**config.mk**
```make
export PLATFORM = sky130hd
export DESIGN_NAME = elevator_scan_controller
export DESIGN_NICKNAME = d
export VERILOG_FILES = /design/src/rtl/elevator_scan_controller.sv
export SDC_FILE = /design/constraint.sdc
export NUM_CORES = 1
export LEC_CHECK = 0
export ABC_AREA = 1
export ABC_CLOCK_PERIOD_IN_PS = 3500
export BUFFER_PORTS_ARGS = -buffer_cell sky130_fd_sc_hd__buf_4
export CAP_MARGIN = 20
export CORE_MARGIN = 2
export CORE_UTILIZATION = 60
export CTS_CLUSTER_SIZE = 25
export DETAILED_ROUTE_END_ITERATION = 16
export PLACE_DENSITY_LB_ADDON = 0.08
export SLEW_MARGIN = 20
export SYNTH_ARGS = -nofsm -noshare
export SYNTH_HDL_FRONTEND = slang
export SYNTH_SLANG_ARGS = --single-unit
```
**constraint.sdc**
```tcl
create_clock -name clock_i -period 3.5 [get_ports clock_i]
set_input_delay 0.175 -clock clock_i [delete_from_list [all_inputs] [get_ports clock_i]]
set_output_delay 0.175 -clock clock_i [all_outputs]
set_load 0.03 [all_outputs]
```
**src/rtl/elevator_scan_controller.sv**
```systemverilog
// SCAN-order elevator controller: pending-request bitmap, per-floor travel timer, door dwell.
// Define ESTOP_EN to add estop_i, which freezes motion and timers while requests keep queuing.
module elevator_scan_controller #(
  parameter int N_FLOORS    = 8,
  parameter int FW          = 4,
  parameter int MOVE_CYCLES = 4,
  parameter int DOOR_CYCLES = 6
) (
  input  logic                clock_i,
  input  logic                reset_i,
  input  logic                req_valid_i,
  input  logic [FW-1:0]       req_floor_i,
`ifdef ESTOP_EN
  input  logic                estop_i,
`endif
  output logic                req_err_o,
  output logic                en_o,
  output logic                up_down_o,
  output logic [FW-1:0]       cur_floor_o,
  output logic                door_open_o,
  output logic [N_FLOORS-1:0] pending_o,
  output logic                busy_o
);

  localparam int TMAX = (MOVE_CYCLES > DOOR_CYCLES) ? MOVE_CYCLES : DOOR_CYCLES;
  localparam int TW   = (TMAX > 1) ? $clog2(TMAX) : 1;
  localparam logic [TW-1:0] MOVE_LAST = TW'(MOVE_CYCLES - 1);
  localparam logic [TW-1:0] DOOR_LAST = TW'(DOOR_CYCLES - 1);
  localparam logic [FW-1:0] TOP_FLOOR = FW'(N_FLOORS - 1);

  typedef enum logic [1:0] {IDLE, MOVE, DOOR} state_e;

  state_e              state_q, state_d;
  logic [FW-1:0]       cur_floor_q, cur_floor_d;
  logic                dir_q, dir_d;
  logic [TW-1:0]       timer_q, timer_d;
  logic [N_FLOORS-1:0] pending_q, pending_d;
  logic                req_err_q, en_q, up_down_q, door_open_q, busy_q;

  logic halt;
`ifdef ESTOP_EN
  assign halt = estop_i;
`else
  assign halt = 1'b0;
`endif

  logic [FW-1:0]       step_floor, eval_floor;
  logic [N_FLOORS-1:0] here_mask, above_mask, below_mask, set_mask, clr_mask;
  logic                door_hit, req_in_range, decide;
  logic                any_here, any_ahead, any_behind;

  // Decisions are taken at the floor the cabin will occupy after this edge.
  assign step_floor   = dir_q ? cur_floor_q + FW'(1) : cur_floor_q - FW'(1);
  assign eval_floor   = (state_q == MOVE) ? step_floor : cur_floor_q;
  assign req_in_range = ({1'b0, req_floor_i} < (FW+1)'(N_FLOORS));
  assign door_hit     = req_valid_i && (state_q == DOOR) && (req_floor_i == cur_floor_q);

  for (genvar gi = 0; gi < N_FLOORS; gi++) begin : g_floor
    assign here_mask[gi]  = (eval_floor == FW'(gi));
    assign above_mask[gi] = (FW'(gi) > eval_floor);
    assign below_mask[gi] = (FW'(gi) < eval_floor);
    assign set_mask[gi]   = req_valid_i && (req_floor_i == FW'(gi)) && !door_hit;
  end

  assign any_here   = |(pending_q & here_mask);
  assign any_ahead  = dir_q ? |(pending_q & above_mask) : |(pending_q & below_mask);
  assign any_behind = dir_q ? |(pending_q & below_mask) : |(pending_q & above_mask);

  always_comb begin
    state_d     = state_q;
    cur_floor_d = cur_floor_q;
    dir_d       = dir_q;
    timer_d     = timer_q;
    clr_mask    = '0;
    decide      = 1'b0;
    if (!halt) begin
      case (state_q)
        IDLE: decide = 1'b1;
        MOVE: begin
          if (timer_q == MOVE_LAST) begin
            cur_floor_d = step_floor;
            decide      = 1'b1;
          end else begin
            timer_d = timer_q + TW'(1);
          end
        end
        DOOR: begin
          if (door_hit)                    timer_d = '0;
          else if (timer_q == DOOR_LAST)   decide  = 1'b1;
          else                             timer_d = timer_q + TW'(1);
        end
        default: state_d = IDLE;
      endcase
      if (decide) begin
        timer_d = '0;
        if (any_here) begin
          state_d  = DOOR;
          clr_mask = here_mask;
        end else if (any_ahead) begin
          state_d = MOVE;
        end else if (any_behind) begin
          state_d = MOVE;
          dir_d   = ~dir_q;
        end else begin
          state_d = IDLE;
        end
      end
      if (cur_floor_d == TOP_FLOOR) dir_d = 1'b0;
      else if (cur_floor_d == '0)   dir_d = 1'b1;
    end
  end

  // A clear on the stop edge beats a simultaneous request for the same floor.
  assign pending_d = (pending_q | set_mask) & ~clr_mask;

  always_ff @(posedge clock_i or posedge reset_i) begin
    if (reset_i) begin
      state_q     <= IDLE;
      cur_floor_q <= '0;
      dir_q       <= 1'b1;
      timer_q     <= '0;
      pending_q   <= '0;
      req_err_q   <= 1'b0;
      en_q        <= 1'b0;
      up_down_q   <= 1'b0;
      door_open_q <= 1'b0;
      busy_q      <= 1'b0;
    end else begin
      state_q     <= state_d;
      cur_floor_q <= cur_floor_d;
      dir_q       <= dir_d;
      timer_q     <= timer_d;
      pending_q   <= pending_d;
      req_err_q   <= req_valid_i && !req_in_range;
      en_q        <= (state_d == MOVE) && !halt;
      up_down_q   <= dir_d;
      door_open_q <= (state_d == DOOR);
      busy_q      <= (state_d != IDLE) || (pending_d != '0);
    end
  end

  assign req_err_o   = req_err_q;
  assign en_o        = en_q;
  assign up_down_o   = up_down_q;
  assign cur_floor_o = cur_floor_q;
  assign door_open_o = door_open_q;
  assign pending_o   = pending_q;
  assign busy_o      = busy_q;

endmodule

```
Yosys cells after proc, flatten, opt, wreduce, memory -nomap -nowiden
Cells that the tools add are included.
W data, S select, Z words.
Operators by class
  $add $sub $neg: 3
  multipliers: 0
  div/mod/pow operators: 0
  $lt $le $gt $ge: 17
  equality and inequality tests: 24
  shift-type cells: 0
  mux-type cells: 28
  bitwise operators: 7
  reductions and logical operators: 34
Operators by type and width (number)
  $eq A4 B3 Y1 const B: 9
  $and A8 B8 Y8: 4
  $reduce_or A8 Y1: 3
  $logic_and A1 B1 Y1: 19
  $eq A4 B2 Y1 const B: 4
  $gt A3 B4 Y1 const A: 4
  $lt A3 B4 Y1 const A: 4
  $mux W4: 4
  $mux W8: 2
  $mux W1: 13
  $logic_not A4 Y1: 3
  $mux W3: 4
  $eq A4 B1 Y1 const B: 2
  $gt A1 B4 Y1 const A: 2
  $gt A2 B4 Y1 const A: 2
  $lt A1 B4 Y1 const A: 2
  $lt A2 B4 Y1 const A: 2
  $not A8 Y8: 1
  $or A8 B8 Y8: 1
  $reduce_bool A8 Y1: 1
  $mux W2: 3
  $pmux W3 S2: 1
  $add A4 B1 Y4 const B: 1
  $eq A2 B1 Y1 const B: 2
  other kinds (18): 20
Storage, ports and cells
  register bits: 23
  latch bits: 0
  RAM bits: 0
  memory bits (read-only): 0
  memories kept: 0

Logic depth before layout (Yosys ltp)
Gate-level depths: netlist (run 1).
  depth in word-level cells: 13
  mapped depth: 18
  depth with buffers taken out: 18

Worst setup path before layout (run 1)
OpenSTA, ideal clock, no wires.
  path kind: reg-to-reg
  from: reg cur_floor_q[0] (netlist: cur_floor_o[0])
  to: reg busy_q (netlist: busy_o)
  setup time: 133 ps
  arrival: 2260 ps
  required time: 3367 ps
  path slack: 1107 ps
  cell stages (with the launch flop): 12
  path through: dfrtp_1 -> inv_1 -> fa_1 -> inv_1 -> o21ai_1 -> nor2_1 -> nand4_1 -> nand2_1 -> nor2_1 -> nand2_1 -> a21boi_1 -> nand4_1
Between the ends
  word-level cells in the longest chain between the ends: 13
Ends and longest elaborated chain
  start, declared: line 34  | logic [FW-1:0] cur_floor_q, cur_floor_d;
  start signal, assigned: line 130  | cur_floor_q <= cur_floor_d;
  $sub A4 B1 Y4 / $add A4 B1 Y4 (equally long branches): line 53  | assign step_floor = dir_q ? cur_floor_q + FW'(1) : cur_floor_q - FW'(1);
  $mux W4: line 53
  $mux W4: line 54  | assign eval_floor = (state_q == MOVE) ? step_floor : cur_floor_q;
  $gt A1 B4 Y1 (tied with other cells): line 60  | assign above_mask[gi] = (FW'(gi) > eval_floor);
  $and A8 B8 Y8: line 66, 67
  $reduce_or A8 Y1: line 66, 67
  $mux W1: line 67  | assign any_behind = dir_q ? |(pending_q & below_mask) : |(pending_q & above_mask);
  $mux W1: line 101  | end else if (any_behind) begin
  $mux W1: line 99  | end else if (any_ahead) begin
  $mux W2: line 96  | if (any_here) begin
  $mux W2: line 94  | if (decide) begin
  $reduce_bool A2 Y1: line 138  | busy_q <= (state_d != IDLE) || (pending_d != '0);
  $logic_or A1 B1 Y1 (*): line 138
  end signal, assigned: line 138
  end, declared: line 38  | logic req_err_q, en_q, up_down_q, door_open_q, busy_q;
Mark *: on every way between the ends. The rest lies on a longest branch, timed or not.
A chain may end at the register's enable or synchronous reset.

Final worst setup path (run 1)
  from: reg dir_q
  to: reg busy_q (netlist: busy_o)
Between the ends
  word-level cells in the longest chain between the ends: 12
Ends and longest elaborated chain
  start, declared: line 35  | logic dir_q, dir_d;
  start signal, assigned: line 131  | dir_q <= dir_d;
  $mux W4: line 53
  $mux W4: line 54
  $gt A1 B4 Y1 (tied with other cells): line 60
  $and A8 B8 Y8: line 66, 67
  $reduce_or A8 Y1: line 66, 67
  $mux W1: line 67
  $mux W1: line 101
  $mux W1: line 99
  $mux W2: line 96
  $mux W2: line 94
  $reduce_bool A2 Y1: line 138
  $logic_or A1 B1 Y1 (*): line 138
Marks and branches as above.

==> results of run 1 <==
-- logic make-up (layout without fill, tap and decap cells) --
kind of cell | after synthesis | after routing
AO/OA/AOI/OAI | 24 | 24
XOR/XNOR | 3 | 3
adder cells (fa/ha/maj) | 6 | 6
buffers and inverters | 54 | 78
flip-flops | 23 | 23
AND/OR/NAND/NOR | 155 | 155
-- path summary, 6_finish.rpt --
path                             startpoint              to  depth (start not counted)
worst min register to register   timer_q[0]      timer_q[0]                          1
worst max register to register        dir_q          busy_o                         11
max in group asynchronous           reset_i  cur_floor_o[3]                          2
worst min-delay path                reset_i          busy_o                          2
worst max-delay path                  dir_q          busy_o                         11
min in group clock_i            req_valid_i       req_err_o                          3
-- flip-flops by register name, summed over array words and instances, names as in the netlist --
name,count
busy_o,1
cur_floor_o,4
dir_q,1
door_open_o,1
en_o,1
pending_o,8
req_err_o,1
state_q,2
timer_q,3
up_down_o,1
-- routing by layer --
| metal | global-route usage | up-vias |
|---|---|---|
| li1 | - | 889 |
| met1 | 0.4040 | 828 |
| met2 | 0.4880 | 97 |
| met3 | 0.03077 | 12 |
| met4 | 0.09416 | 0 |
| met5 | 0 | - |
-- critical path, delay by kind of cell, from the launching register on --
family,cells,cell delay [ps]
compound gates,1,400
flops,1,590
fa+ha+maj,1,330
buf+inv,1,110
simple gates,8,1110
-- through the flow --
step                      setup slack, ps  hold WS, ps  std cells  instance area (um2)
final                               852.2        25.68        320                 2004
after detailed placement            893.3        407.1        316                 1977
after global routing                650.0        89.56        320                 2004
after CTS                           877.8        54.13        320                 2004
after floorplan                      1107        176.2        265                 1793
after global placement              884.2        390.4        316                 1977
-- final cells by class --
class                           instances  area (um2)  share of cell area
Multi-Input combinational cell        188       997.2              0.4975
Sequential cell                        23       576.8              0.2878
Inverter                               51       191.4             0.09551
Timing Repair Buffer                   23       172.7             0.08614
Tap cell                               31       38.79             0.01935
Clock buffer                            3       22.52             0.01124
Clock inverter                          1       5.005            0.002497
-- synthesized netlist by cell type --
library cell,instances
or2_4,1
inv_1,45
fa_1,1
clkinv_1,1
nor2_1,23
xor2_1,1
nand3_1,12
dfrtp_1,22
nand2_4,4
dfstp_2,1
or2_1,3
o21bai_1,1
a21boi_1,1
nand2_1,78
o21ai_0,12
a21oi_1,1
nor3_1,2
buf_2,1
o211ai_1,3
a31o_2,1
nand2_2,5
nor2_2,3
ha_1,5
nand4_1,19
nand4_2,1
o21ai_2,1
o22ai_1,3
nor2_4,1
buf_6,2
inv_2,5
nand3_2,3
xnor2_1,2
o21ai_1,1
==> results.json, run 1 <==
{
  "status": "complete, but fails checks",
  "violations": "design-rule violations",
  "ys_ff_latch": 23,
  "finalHoldViolCount": 0,
  "cts_tree": "yes",
  "diodes": 0,
  "synth_top_family_by_area": "simple AND/OR/NAND/NOR gates",
  "antenna_left": 0,
  "fin_nets": 303,
  "grt_max_degree": 24,
  "synth.area.top_cells": "dfrtp_1 (31%), nand2_1 (16%), inv_1 (9.4%)",
  "hold_buffers": 0,
  "synth_mux_area_frac": 0,
  "start_util": 0.6392,
  "synthDistinctLibCells": 33,
  "first_iter_violations": 127,
  "fmax_mhz": 377.7,
  "firstDrtPassIters": 11,
  "synth_area_um2": 1793,
  "clk_pin_slew_ps": 140,
  "insertion_delay_ps": 320,
  "numCtsBuffers": 3,
  "cts_root_buf": "clkbuf_4",
  "met2WireLength_mm": 2.176,
  "synth_xor_area_frac": 0.01465,
  "routed_wl_mm": 4.650,
  "drv_slew": 0,
  "synth_compound_area_frac": 0.08025,
  "cp-start-kind": "flop",
  "dp_hpwl_mm": 3.614,
  "grt_usage": 0.2935,
  "synth_nets": 278,
  "cts_sinks": 23,
  "die_w_um": 58.67,
  "yosysTopAreaCellShare": 0.3070,
  "period_needed_ps": 2648,
  "ys_warn_count": 0,
  "slowest_stage": "dfstp_2",
  "fp-row-count": 19,
  "crit_top_cell": "nand4_1",
  "rsz0062_at_grt": "false",
  "crit_fanout": 15,
  "die_area_um2": 3442,
  "port_buffers": 23,
  "crit_path_max_incr_delay_ps": 590,
  "synthSimpleGateAreaFrac": 0.4152,
  "relSlewSlack": 0.4049,
  "worst-setup-path-type": "reg -> reg",
  "vias_per_cell": 5.706,
  "finalCritPeriodShare": 0.7565,
  "post_cts_resized": 0,
  "post_cts_buffers": 0,
  "final_cell_mix": "nand2_1 (78), inv_1 (45), nor2_1 (23), buf_4 (23), dfrtp_1 (22)",
  "layout-drive-gt1-share": 0.1834,
  "via_count": 1826,
  "tightest_slew_ps": 891.6,
  "pin_count": 24,
  "clock_path_buffers": 2,
  "required_ps": 3710,
  "r2r_slack_ps": 850,
  "met3_length_um": 388,
  "grt_pass1_wl_mm": 7.762,
  "fp.dieH_um": 58.67,
  "grt_pass1_vias": 1736,
  "synthAdderAreaFrac": 0.04606,
  "syn_inst": 265,
  "wl_per_cell_um": 14.53,
  "fin_setup_tns_ps": 0,
  "crit_arrival_ps": 2860,
  "place_congestion": 0.9881,
  "final_common_cell": "nand2_1",
  "drcViolationCount": 1,
  "h-tree-depth": 1,
  "crit_chain": "inv_1, ha_1, or2_4, nand3_2, nand3_2, nand2_4, nand4_1, o21ai_0, nand4_1, nor2_1, nand4_1",
  "hp-class": "in -> async",
  "drv_cap": 0,
  "avgSynthCellArea_um2": 6.766,
  "fin_skew_ps": 10.27,
  "wl_met1_mm": 2.009,
  "yosysSeqAreaShare": 0.3217,
  "end_kind": "flop",
  "synthToLayoutAreaGrowth_pct": 11.79,
  "core-area_um2": 2805,
  "grt_overflow": 0,
  "yosysTopAreaCell": "dfrtp_1",
  "top_layer": "met4",
  "antenna_found_initial": 0,
  "finalSetupViolCount": 0,
  "final_core_utilization": 0.7145,
  "n_fill_cell": 265
}
Power of run 1 is left out: the tool's default activity adds up to more than one toggle a clock period on the data nets, which glitch-free logic cannot reach.
==> run 2, diff against run 1 <==
ABC_AREA = 0   (was 1)
ABC_CLOCK_PERIOD_IN_PS = 2700   (was 3500)
CORE_UTILIZATION = 57   (was 60)
clock period = 2.7 ns   (was 3.5 ns; I/O delays follow)
==> run 2 against run 1 <==
The flow finishes with violations (negative hold slack, negative setup slack). First-iteration DRC count increased to 2.5 times the previous value. Core utilization is 18 points higher. Hold slack worse by 33 ps. Critical endpoint unchanged. Cell count shrank 9.7%. Global-route usage increased by 6.8 points. Synthesized area fell by 5.5%. Register-to-register slack got worse by 1600 ps. Sequential cell count unchanged.
==> results.json, run 2 <==
{
  "status": "complete, but fails checks",
  "violations": "negative hold slack, negative setup slack",
  "yosysTopAreaCell": "dfrtp_1",
  "finalSetupViolCount": 5,
  "core-area_um2": 2781,
  "synth_top_flop_cell": "dfrtp_1",
  "antenna_found_initial": 0,
  "cts_root_buf": "clkbuf_4",
  "port_buffers": 23,
  "top_usage_layer": "met2",
  "ys_ff_latch": 23,
  "r2r-end": "busy_o",
  "crit_path_max_incr_delay_ps": 590,
  "synth_edf_count": 0,
  "avgSynthCellArea_um2": 9.157,
  "firstDrtPassIters": 7,
  "met2_usage": 0.5923,
  "leakagePower_nw": 1.077,
  "synth.area.top_cells": "dfrtp_1 (32%), a21oi_1 (3.8%), ha_1 (3.7%)",
  "vias_per_cell": 7.225,
  "yosysSeqAreaShare": 0.3405,
  "final_common_cell": "buf_4",
  "fin_ws_ps": -714.7,
  "diodes": 0,
  "wl_per_cell_um": 23.39,
  "fmax_mhz": 292.9,
  "end_kind": "flop",
  "first_iter_violations": 319,
  "synth_nets": 198,
  "power.total_mw": 3.665,
  "grt_pass1_wl_mm": 9.211,
  "syn_inst": 185,
  "clk_pin_slew_ps": 120,
  "cts_tree": "yes",
  "rsz0062_at_grt": "true",
  "antenna_left": 0,
  "ys_warn_count": 0,
  "die_w_um": 58.52,
  "routed_wl_mm": 6.759,
  "pin_count": 24,
  "r2r_slack_ps": -710,
  "period_needed_ps": 3415,
  "final_cell_mix": "buf_4 (74), dfrtp_1 (20), nand2_1 (12)",
  "crit_arrival_ps": 3600,
  "fp-row-count": 19,
  "synthToLayoutAreaGrowth_pct": 47.27,
  "fin_hold_ws_ps": -7.532,
  "cp-start-kind": "flop",
  "synthDistinctLibCells": 62,
  "hp-class": "in -> async",
  "crit_chain": "fa_2, nand4bb_1, o31ai_1, inv_1, o22ai_4, o211ai_4, o22a_1, nand2b_1, or4_1, or3_1",
  "tightest_slew_ps": 870.2,
  "worst-setup-path-type": "reg -> reg",
  "grt_usage": 0.3612,
  "grt_overflow": 0,
  "dp_hpwl_mm": 3.967,
  "cts_sinks": 23,
  "synth.top_cells.by_count": "dfrtp_1 (22), a21oi_1 (13), nand2_1 (12), o21ai_0 (11)",
  "place_congestion": 0.9579,
  "grt_use_met1": 0.4828,
  "clock_path_buffers": 2,
  "reg2reg_from": "dir_q",
  "h-tree-depth": 1,
  "slowest_stage": "dfstp_2",
  "fp.dieH_um": 58.52,
  "drv_slew": 0,
  "finalCritPeriodShare": 1.265,
  "synthArstFlopShare": 1.000,
  "grt_max_degree": 24,
  "die_area_um2": 3424,
  "grt_pass1_vias": 1878,
  "via_count": 2088,
  "start_util": 0.6091,
  "numCtsBuffers": 3,
  "use_met3": 0.04835,
  "fin_nets": 272,
  "relSlewSlack": 0.4192,
  "fin_skew_ps": 3.116,
  "crit_fanout": 6,
  "drcViolationCount": 0,
  "yosysTopAreaCellShare": 0.3250,
  "power.density_nw_per_um2": 1469,
  "reg2regPathDepth": 10,
  "insertion_delay_ps": 310,
  "synth_most_common_cell": "dfrtp_1",
  "synth_area_um2": 1694,
  "drv_cap": 0,
  "largest_reg_flops": 8,
  "finalHoldViolCount": 22,
  "layout-drive-gt1-share": 0.4690,
  "ir_worst_vdd_uv": 1305,
  "required_ps": 2890
}
## run 2: changes by cell type in the layout (fill, tap and decap cells not counted), sizes merged, moves of 9 or more
cell | before | now
nand3 | 15 | 6
nor2 | 27 | 8
nand2 | 87 | 12
a21oi | 1 | 13
nand4 | 20 | 2
buf | 23 | 76
inv | 50 | 11
nor3 | 2 | 11
## run 2: cell type report
cell class / instances / area [um2]
multi-input combinational: 144 / 1226
sequential: 23 / 579.3
timing repair buffer: 76 / 578.1
fill: 127 / 286.5
inverter: 11 / 46.29
tap: 31 / 38.79
clock buffer: 4 / 26.28
## run 2: worst max path at each step
stage                     cells past startpoint      startpoint      to
after floorplan                              12  cur_floor_o[0]  busy_o
after global placement                       10           dir_q  busy_o
after detailed placement                     10           dir_q  busy_o
after CTS                                    12           dir_q  busy_o
after global routing                         10           dir_q  busy_o
final                                        10           dir_q  busy_o
## run 2: cells by family after synthesis
kind of cell               Yosys count  share of synthesized area
buffers and inverters               18                    0.04653
adders and majority gates            6                    0.04874
and+or+nand+nor                     58                     0.1891
muxes                                9                    0.05760
xor gates and xnor gates             8                    0.04579
DFF                                 23                     0.3405
AOI/OAI and AO/OA                   63                     0.2718
## run 2: timing repair
item | 4_1_cts | 5_1_grt
setup buffers | 2 | 5
hold buffers | 0 | 0
endpoints found under the setup margin | 5 | 5
gates resized for setup | 10 | 21
pin swaps | 13 | 15
## run 2: layer usage
layer | share of wire | routed length, um
met5 | 0 | 0
met4 | 0.075 | 507
met3 | 0.12 | 798
met2 | 0.47 | 3179
met1 | 0.34 | 2274
## run 2: through the flow
stage / setup slack (ps) / TNS, ps / cell area, um2 / utilization / std cells
after floorplan: -636.6 / -636.6 / 1735 / - / 185
after global placement: -462.6 / -826.9 / 2250 / 0.8088 / 279
after detailed placement: -584.0 / -1418 / 2250 / 0.8088 / 279
after CTS: -511.3 / -1381 / 2341 / 0.8417 / 285
after global routing: -795.3 / -2522 / 2495 / 0.8970 / 289
final: -714.7 / -1866 / 2495 / 0.8970 / 289
## run 2: worst max-delay path, delay by kind of cell, from the launching register on
family / cells / cell delay (ps)
and+or+nand+nor: 4 / 1200
adders and majority gates: 1 / 470
buffers and inverters: 1 / 170
AOI/OAI and AO/OA: 4 / 860
DFF: 1 / 590
## run 2: power breakdown
part	switching [mW]	internal, mW
logic	1.60	1.25
clock network	0.102	0.0578
registers	0.180	0.477
total	1.88	1.79
No activity file was read; power rests on OpenSTA's default activity.
